--- config.mk ---
export PLATFORM = sky130hd
export DESIGN_NAME = i2s_tx_serializer_flat
export DESIGN_NICKNAME = d
export VERILOG_FILES = /design/src/rtl/i2s_tx_serializer_pkg.sv /design/src/rtl/i2s_tx_serializer_if.sv /design/src/rtl/i2s_tx_serializer_shifter.sv /design/src/rtl/i2s_tx_serializer.sv /design/src/flat_wrapper.sv
export SDC_FILE = /design/constraint.sdc
export NUM_CORES = 1
export LEC_CHECK = 0
export CORE_AREA = 2 2 117 119
export CTS_BUF_LIST = sky130_fd_sc_hd__clkbuf_4 sky130_fd_sc_hd__clkbuf_8
export CTS_CLUSTER_SIZE = 12
export DETAILED_ROUTE_END_ITERATION = 10
export DIE_AREA = 0 0 119 121
export HOLD_SLACK_MARGIN = 0.08
export MAX_ROUTING_LAYER = met4
export PLACE_DENSITY = 0.77
export SYNTH_ARGS = -nofsm -noshare
export SYNTH_HDL_FRONTEND = slang
export SYNTH_HIERARCHICAL = 1
export SYNTH_SLANG_ARGS = --single-unit
--- constraint.sdc ---
create_clock -name clk -period 4.38 [get_ports clk]
set_input_delay 0.438 -clock clk [delete_from_list [all_inputs] [get_ports clk]]
set_output_delay 0.438 -clock clk [all_outputs]
set_load 0.05 [all_outputs]
--- src/rtl/i2s_tx_serializer_pkg.sv ---
// Shared types and constants for the I2S transmit serializer.
package i2s_tx_serializer_pkg;

    typedef enum logic [1:0] {WORD_16 = 2'd0, WORD_24 = 2'd1, WORD_32 = 2'd2} word_size_t;
    typedef enum logic       {FRAME_16 = 1'b0, FRAME_32 = 1'b1} frame_size_t;
    typedef enum logic [1:0] {STD_I2S = 2'd0, STD_MSB = 2'd1, STD_LSB = 2'd2} standard_t;
    typedef enum logic       {TX_IDLE = 1'b0, TX_RUN = 1'b1} tx_state_t;

    localparam int HF16 = 16;
    localparam int HF32 = 32;
    localparam int WL16 = 16;
    localparam int WL24 = 24;
    localparam int WL32 = 32;

    // Formatting fields captured at each frame start.
    typedef struct packed {
        word_size_t  word_size;
        frame_size_t frame_size;
        standard_t   standard;
        logic        mute;
        logic        stereo;
    } tx_cfg_t;

    function automatic logic [6:0] word_len(word_size_t w);
        case (w)
            WORD_16: return 7'(WL16);
            WORD_24: return 7'(WL24);
            default: return 7'(WL32);
        endcase
    endfunction

    function automatic logic [6:0] half_len(frame_size_t f);
        return (f == FRAME_32) ? 7'(HF32) : 7'(HF16);
    endfunction

endpackage

--- src/rtl/i2s_tx_serializer_if.sv ---
// Sample-pair handshake between the sample source and the serializer.
interface i2s_tx_serializer_if #(parameter int DATA_W = 32);
    logic              tx_valid;
    logic              tx_ready;
    logic [DATA_W-1:0] tx_left;
    logic [DATA_W-1:0] tx_right;

    modport master (output tx_valid, tx_left, tx_right, input tx_ready);
    modport slave  (input tx_valid, tx_left, tx_right, output tx_ready);
endinterface

--- src/rtl/i2s_tx_serializer_shifter.sv ---
// Holds one half-word and maps a slot position inside the half to its data bit.
module i2s_tx_shifter
    import i2s_tx_serializer_pkg::*;
(
    input  logic        clk,
    input  logic        rst,
    input  logic        en,
    input  logic        load,
    input  logic [31:0] load_word,
    input  word_size_t  word_size,
    input  frame_size_t frame_size,
    input  standard_t   standard,
    input  logic [4:0]  pos,
    output logic        bit_o
);
    logic [31:0] word_q, word_d, cur_word;
    logic [6:0]  w_len, hf_len, w_eff, start, rel;
    logic [4:0]  idx;

    // Capture a new half-word on the tick that begins a half.
    always_comb begin
        word_d = word_q;
        if (en && load) word_d = load_word;
    end

    // Half-word storage.
    always_ff @(posedge clk) begin
        if (rst) word_q <= '0;
        else     word_q <= word_d;
    end

    // Slot-to-bit mapping; on a load tick the incoming word is used directly
    // because the output flop downstream captures this slot's bit now.
    always_comb begin
        cur_word = load ? load_word : word_q;
        w_len    = word_len(word_size);
        hf_len   = half_len(frame_size);
        w_eff    = (w_len < hf_len) ? w_len : hf_len;
        start    = (standard == STD_LSB) ? (hf_len - w_eff) : 7'd0;
        rel      = {2'b00, pos} - start;
        idx      = 5'(w_len - 7'd1 - rel);
        bit_o    = 1'b0;
        if (({2'b00, pos} >= start) && (rel < w_eff)) bit_o = cur_word[idx];
    end
endmodule

--- src/rtl/i2s_tx_serializer.sv ---
// I2S master-transmit serializer: holding register, frame FSM, WS/SD generation.
// Optional build macro TX_UNDERRUN_REPEAT_EN: on underrun, re-send the last pair.
module i2s_tx_serializer
    import i2s_tx_serializer_pkg::*;
#(
    parameter int DATA_W = 32
) (
    input  logic        clk,
    input  logic        rst,
    input  logic        sck_fall_tick,
    input  word_size_t  cfg_word_size,
    input  frame_size_t cfg_frame_size,
    input  standard_t   cfg_standard,
    input  logic        cfg_mute,
    input  logic        cfg_stereo,
    input  logic        cfg_stop,
    i2s_tx_serializer_if.slave tx,
    output logic        ws,
    output logic        sd,
    output logic        busy,
    output logic        underrun
);
    tx_state_t         state_q, state_d;
    logic [5:0]        slot_q, slot_d, nslot, last_slot, hf_slot;
    tx_cfg_t           cfg_q, cfg_d, cfg_in, cfg_eff;
    logic              full_q, full_d;
    logic [DATA_W-1:0] hold_l_q, hold_l_d, hold_r_q, hold_r_d;
    logic [31:0]       rpend_q, rpend_d, left_src, right_src, sh_word;
    logic              ws_q, ws_d, sd_q, sd_d, dly_q, dly_d, underrun_q, underrun_d;
    logic              frame_start, stop_now, hf32_eff, sh_load, sh_bit;
    logic [4:0]        sh_pos;
`ifdef TX_UNDERRUN_REPEAT_EN
    logic [31:0]       last_l_q, last_l_d, last_r_q, last_r_d;
    logic              last_vld_q, last_vld_d;
`endif

    assign cfg_in = '{word_size: cfg_word_size, frame_size: cfg_frame_size,
                      standard: cfg_standard, mute: cfg_mute, stereo: cfg_stereo};

    // Frame sequencing, config latch and serial output next-state.
    always_comb begin
        state_d = state_q;  slot_d = slot_q;  cfg_d = cfg_q;  rpend_d = rpend_q;
        ws_d = ws_q;  sd_d = sd_q;  dly_d = dly_q;  underrun_d = 1'b0;
        frame_start = 1'b0;  stop_now = 1'b0;
        last_slot = (cfg_q.frame_size == FRAME_32) ? 6'd63 : 6'd31;
        if (sck_fall_tick) begin
            if (state_q == TX_IDLE) frame_start = !cfg_stop;
            else if (slot_q == last_slot) begin
                frame_start = !cfg_stop;
                stop_now    = cfg_stop;
            end
        end
        cfg_eff  = frame_start ? cfg_in : cfg_q;
        nslot    = frame_start ? 6'd0 : slot_q + 6'd1;
        hf32_eff = (cfg_eff.frame_size == FRAME_32);
        hf_slot  = hf32_eff ? 6'd32 : 6'd16;
        sh_pos   = hf32_eff ? nslot[4:0] : {1'b0, nslot[3:0]};

        // Empty holding register means zeros (or the previous pair when repeating).
        left_src = '0;  right_src = '0;
        if (full_q) begin
            left_src  = hold_l_q[31:0];
            right_src = hold_r_q[31:0];
        end
`ifdef TX_UNDERRUN_REPEAT_EN
        else if (last_vld_q) begin
            left_src  = last_l_q;
            right_src = last_r_q;
        end
`endif
        sh_load = frame_start ||
                  (sck_fall_tick && state_q == TX_RUN && !stop_now && nslot == hf_slot);
        sh_word = frame_start ? left_src : rpend_q;

        if (frame_start) begin
            state_d    = TX_RUN;
            cfg_d      = cfg_in;
            rpend_d    = cfg_eff.stereo ? right_src : left_src;
            underrun_d = !full_q;
        end
        if (frame_start || (sck_fall_tick && state_q == TX_RUN && !stop_now)) begin
            slot_d = nslot;
            ws_d   = hf32_eff ? nslot[5] : nslot[4];
            dly_d  = sh_bit;
            sd_d   = cfg_eff.mute ? 1'b0 : ((cfg_eff.standard == STD_I2S) ? dly_q : sh_bit);
        end else if (stop_now) begin
            state_d = TX_IDLE;  slot_d = '0;  ws_d = 1'b0;  sd_d = 1'b0;  dly_d = 1'b0;
        end
    end

    // Holding register: a new pair lands even when the frame start empties it.
    always_comb begin
        full_d = full_q;  hold_l_d = hold_l_q;  hold_r_d = hold_r_q;
        if (frame_start) full_d = 1'b0;
        if (tx.tx_valid && !full_q) begin
            full_d   = 1'b1;
            hold_l_d = tx.tx_left;
            hold_r_d = tx.tx_right;
        end
    end

`ifdef TX_UNDERRUN_REPEAT_EN
    // Remember the most recent real pair for underrun repetition.
    always_comb begin
        last_l_d = last_l_q;  last_r_d = last_r_q;  last_vld_d = last_vld_q;
        if (frame_start && full_q) begin
            last_l_d   = hold_l_q[31:0];
            last_r_d   = hold_r_q[31:0];
            last_vld_d = 1'b1;
        end
    end

    // Repeat-pair storage.
    always_ff @(posedge clk) begin
        if (rst) begin
            last_l_q <= '0;  last_r_q <= '0;  last_vld_q <= 1'b0;
        end else begin
            last_l_q <= last_l_d;  last_r_q <= last_r_d;  last_vld_q <= last_vld_d;
        end
    end
`endif

    // All serializer state.
    always_ff @(posedge clk) begin
        if (rst) begin
            state_q <= TX_IDLE;  slot_q <= '0;  cfg_q <= '0;  rpend_q <= '0;
            full_q <= 1'b0;  hold_l_q <= '0;  hold_r_q <= '0;
            ws_q <= 1'b0;  sd_q <= 1'b0;  dly_q <= 1'b0;  underrun_q <= 1'b0;
        end else begin
            state_q <= state_d;  slot_q <= slot_d;  cfg_q <= cfg_d;  rpend_q <= rpend_d;
            full_q <= full_d;  hold_l_q <= hold_l_d;  hold_r_q <= hold_r_d;
            ws_q <= ws_d;  sd_q <= sd_d;  dly_q <= dly_d;  underrun_q <= underrun_d;
        end
    end

    i2s_tx_shifter u_shifter (
        .clk        (clk),
        .rst        (rst),
        .en         (sck_fall_tick),
        .load       (sh_load),
        .load_word  (sh_word),
        .word_size  (cfg_eff.word_size),
        .frame_size (cfg_eff.frame_size),
        .standard   (cfg_eff.standard),
        .pos        (sh_pos),
        .bit_o      (sh_bit)
    );

    assign tx.tx_ready = !full_q;
    assign ws          = ws_q;
    assign sd          = sd_q;
    assign busy        = (state_q == TX_RUN);
    assign underrun    = underrun_q;
endmodule

--- src/flat_wrapper.sv ---
// flat-port wrapper written by rule: the top's interface ports become plain ports
module i2s_tx_serializer_flat import i2s_tx_serializer_pkg::*;
#(
    parameter int DATA_W = 32
)
  (clk, rst, sck_fall_tick, cfg_word_size, cfg_frame_size, cfg_standard, cfg_mute, cfg_stereo, cfg_stop, ws, sd, busy, underrun, tx_tx_valid, tx_tx_left, tx_tx_right, tx_tx_ready);
  i2s_tx_serializer_if #(.DATA_W(DATA_W)) tx_i ();
  input  logic clk;
  input  logic rst;
  input  logic sck_fall_tick;
  input  word_size_t cfg_word_size;
  input  frame_size_t cfg_frame_size;
  input  standard_t cfg_standard;
  input  logic cfg_mute;
  input  logic cfg_stereo;
  input  logic cfg_stop;
  output logic ws;
  output logic sd;
  output logic busy;
  output logic underrun;
  input wire logic [$bits(tx_i.tx_valid)-1:0] tx_tx_valid;
  input wire logic [$bits(tx_i.tx_left)-1:0] tx_tx_left;
  input wire logic [$bits(tx_i.tx_right)-1:0] tx_tx_right;
  output wire logic [$bits(tx_i.tx_ready)-1:0] tx_tx_ready;
  assign tx_i.tx_valid = tx_tx_valid;
  assign tx_i.tx_left = tx_tx_left;
  assign tx_i.tx_right = tx_tx_right;
  assign tx_tx_ready = tx_i.tx_ready;
  i2s_tx_serializer #(.DATA_W(DATA_W)) u_core (.clk(clk), .rst(rst), .sck_fall_tick(sck_fall_tick), .cfg_word_size(cfg_word_size), .cfg_frame_size(cfg_frame_size), .cfg_standard(cfg_standard), .cfg_mute(cfg_mute), .cfg_stereo(cfg_stereo), .cfg_stop(cfg_stop), .tx(tx_i), .ws(ws), .sd(sd), .busy(busy), .underrun(underrun));
endmodule
==> results of run 1 <==
-- power groups by stage --
stage / logic (mW) / registers, mW / clock network (mW)
after detailed placement: 0.330 / 1.43 / 0
after floorplan: 0.204 / 1.42 / 0
after global placement: 0.326 / 1.43 / 0
after CTS: 0.331 / 1.40 / 1.03
after global routing: 0.368 / 1.40 / 1.09
final: 0.332 / 1.40 / 1.01
-- synthesized netlist by cell type, types with 3 or more instances --
library cell  count  area (sq um)
a22oi_1          29           218
mux2_2           30           338
and2_1            3          18.8
nor2_1           49           184
nor2b_1           9          56.3
ha_1              8           100
buf_4             3          22.5
buf_2            14          70.1
xnor2_1           6          52.6
mux4_2           16           360
o21ai_0           5          25.0
nand2_1         242           908
a22o_1           26           228
inv_1             9          33.8
dfxtp_1         146          2920
o22ai_1           8          50.1
or3_1             5          31.3
xor2_1            3          26.3
o21ai_1           3          15.0
nand3_1           4          20.0
clkbuf_1         39           146
nand3b_1          4          30.0
buf_1             4          15.0
nor3_1            5          25.0
nand2b_1          3          18.8
a21oi_1         106           531
mux2i_1           9          90.1
-- cell type report --
type	instances	area (sq um)	area share [%]
multi-input combinational	590	3520	43.8
sequential	146	2920	36.4
timing repair buffer	99	953	11.9
clock buffer	21	283	3.52
tap	176	220	2.74
clock inverter	11	100	1.25
inverter	9	33.8	0.421
-- cells by family after synthesis --
kind of cell               count (synthesis)  share of synthesized area (%)
buffers and inverters                     70                           4.45
and+or+nand+nor                          333                           20.5
AOI/OAI and AO/OA                        183                           16.6
adders and majority gates                  9                           1.79
muxes                                     56                           11.9
DFF                                      146                           43.5
xor gates and xnor gates                   9                           1.17
-- sequential cells by signal, indices dropped and copies added, names as in the netlist --
name,flops
u_core/u_shifter/word_q,32
u_core/ws,1
u_core/hold_r_q,32
u_core/hold_l_q,32
u_core/sd,1
u_core/busy,1
u_core/full_q,1
u_core/dly_q,1
u_core/cfg_q,6
u_core/underrun,1
u_core/rpend_q,32
u_core/slot_q,6
-- final timing paths --
kind / to / cells past startpoint
hold reg to reg: u_core/hold_r_q[0] / 2
setup / recovery: u_core/dly_q / 18
setup reg to reg: u_core/dly_q / 18
hold / removal: u_core/hold_r_q[0] / 2
-- worst max-delay path: cells and delay by family, from the launching register on --
kind | cells | cell delay [ns]
muxes | 4 | 1.37
AOI/OAI and AO/OA | 4 | 0.69
and+or+nand+nor | 6 | 0.63
adders and majority gates | 2 | 0.51
DFF | 1 | 0.38
buffers and inverters | 2 | 0.31
-- per-layer routing --
| metal | up-vias | global-route usage, % | wire [microns] |
|---|---|---|---|
| met5 | - | - | 0 |
| met3 | 23 | 4.79 | 729 |
| met1 | 2636 | 29.5 | 7170 |
| met4 | 0 | 6.47 | 255 |
| li1 | 2876 | - | - |
| met2 | 155 | 34.6 | 6780 |
-- repair_timing --
item | in CTS | in global routing
hold endpoints to repair | 0 | 0
endpoints found under the setup margin | 0 | 2
gates resized for setup | 0 | 3
-- per-stage QoR --
step / total power, mW / util, % / setup slack, ns / hold WS [ns]
final: 2.74 / 61.4 / 0.362 / 0.453
after CTS: 2.76 / 61.3 / 0.257 / 0.428
after floorplan: 1.63 / - / 0.319 / 0.427
after global placement: 1.75 / 58.4 / 0.217 / 0.440
after global routing: 2.86 / 61.4 / 0.0658 / 0.458
after detailed placement: 1.76 / 58.4 / 0.180 / 0.444
==> out/summary.txt, run 1 <==
WORST SETUP PATH
------------------------------------------------------------------------------
Launching instance or port of the critical path                   u_core/slot_q[0]
Largest incremental delay on the critical path                         0.52 ns
Ordered cell list for the critical path                           ha_2 -> nand4_1 -> o21ai_2 -> nor2b_4 -> mux2i_2 -> inv_1 -> ha_1 -> nand2_1 -> nor2_1 -> nand4_1 -> o21ai_2 -> buf_12 -> mux4_2 -> mux4_2 -> mux2i_1 -> a211oi_1 -> a32oi_1 -> nor2_1
Required time at the endpoint of the critical path                     4.70 ns
CP Capture Type                                                       register
Maximum fanout encountered on the critical timing path                      20
Worst R2R Start                                                   u_core/slot_q[0]
Setup crit start kind                                                 register
Max stage delay cell, worst path                                        mux4_2
Arrival time worst endpoint                                            4.34 ns
Setup slack on the worst flop-to-flop path                             0.36 ns
Crit path kind                                                    register to register

FINAL LAYOUT
------------------------------------------------------------------------------
Layout Nets                                                                948
Fill cell total of the finished layout                                    1134
Share of post-route cells with drive strength above 1                    12.6%
Area growth, synth to finish                                             19.6%
ANT cells                                                                    0
Most common cell after layout, fill and taps aside                     nand2_1
Cell Count, Final, Fillers Out                                            1052
Leading cell types in the layout, fill and taps excluded          241 x nand2_1, 145 x dfxtp_1, 106 x a21oi_1, 79 x clkdlybuf4s50_1, 49 x nor2_1
Post-layout instance area                                           8030 sq um

TIMING
------------------------------------------------------------------------------
Minimum clock period after layout                                      4.02 ns
Count of endpoints failing hold in the final timing report                   0
Setup TNS                                                                 0 ns
RSZ-0062 raised after global routing                                     false
Clock skew after layout                                              0.0144 ns
Number of max-slew violations in the final report                            0
Slew @ Worst Pin                                                       1.15 ns
Post-route clock period utilization                                      91.7%
Maximum frequency from static timing analysis                          249 MHz
Normalized max-slew margin                                               22.8%
Final setup viols                                                            0

PWR
------------------------------------------------------------------------------
P_sw                                                                    710 uW
Cell-internal power                                                    2.03 mW
Worst vdd ir                                                          0.207 mV
Switching power share of the total                                       26.0%
Leakage power figure                                                   2.99 nW
Cell area power density                                            341 nW/um^2
Combinational cell fraction of total power                               12.1%
Fraction of power consumed by the clock network                          36.8%
Proportion of power drawn by flip-flops and latches                      51.0%

LOGIC SYNTHESIS
------------------------------------------------------------------------------
Post-synthesis sequential area ratio                                     43.5%
Syn_nets                                                                   891
Count of mapped cells out of synthesis                                     806
Mean instance size in the synthesized netlist                       8.33 sq um
Number of different library cells in the post-synthesis netlist             43
YS warnings                                                                  6
Yosys reg bits                                                             146
Fraction of registers with async set/reset                                  0%
Number of enable-type register cells in the synthesized netlist              0
Ys flop type                                                           dfxtp_1
Netlist area before placement                                       6720 sq um

CLOCK TREE
------------------------------------------------------------------------------
Cts bufs inserted                                                           17
Clock latency reported for the late side of the worst-skew pair        0.45 ns
CTS Sinks                                                                  146
Clock tree root buffer cell                                           clkbuf_8
Number of H-tree branching levels                                            4
Clock transition at path regs                                          0.08 ns
Clock tree from TritonCTS                                                 done
Number of buffers inserted by post-CTS setup repair                          0
Cts-stage hold buffer count                                                  0
Number of buffers on the longest clock path                                  2

PLACED DESIGN
------------------------------------------------------------------------------
Area after DPL                                                      7640 sq um
Dpl hpwl                                                          10100 microns
Dpl cells                                                                 1020
I/O Buffers                                                                 80
GP Congestion                                                            0.878

FLOORPLANNING
------------------------------------------------------------------------------
Die Wd                                                             119 microns
Top-level port count                                                        81
Die extent in y                                                    121 microns
Floorplan die area                                                 14400 sq um
Initial cell density of the core                                         51.3%
Number of standard-cell rows in the floorplan                               42
Core region area                                                   13100 sq um

ROUTING
------------------------------------------------------------------------------
Detail Route Antenna Nets                                                    0
Count of unresolved DRC violations after routing                             0
Vias                                                                      5690
First DRT Iteration DRCs                                                   424
Pre-Repair DR Iteration Count                                                5
Post-detailed-routing wire length                                 14900 microns
Average wire per cell in the routed design                        14.2 microns
Vias per Instance                                                         5.41

GLOBAL ROUTING
------------------------------------------------------------------------------
Antenna violations before repair                                             0
Via count of the first global-routing pass                                5315
First-pass GRT wire length                                        25300 microns
Maximum number of pins on one net before global-route repair                65
Overall fraction of global-route tracks in use                           22.3%
Total congestion overflow                                                    0

OUTCOME
------------------------------------------------------------------------------
Run status                                                        complete, no violations

WORST HOLD PATH
------------------------------------------------------------------------------
Origin of the worst min-delay path                                u_core/hold_r_q[0]
Path class of the lowest-slack min-delay path                     register to register

JOB
------------------------------------------------------------------------------
Maxcap violations                                                            0

No activity file was read; power rests on OpenSTA's default activity.
==> run 2, diff against run 1 <==
- GPL_ROUTABILITY_DRIVEN: unset -> 0
==> results of run 2 <==
Same layout as run 1: the final DEF is identical, and so are final timing and power.
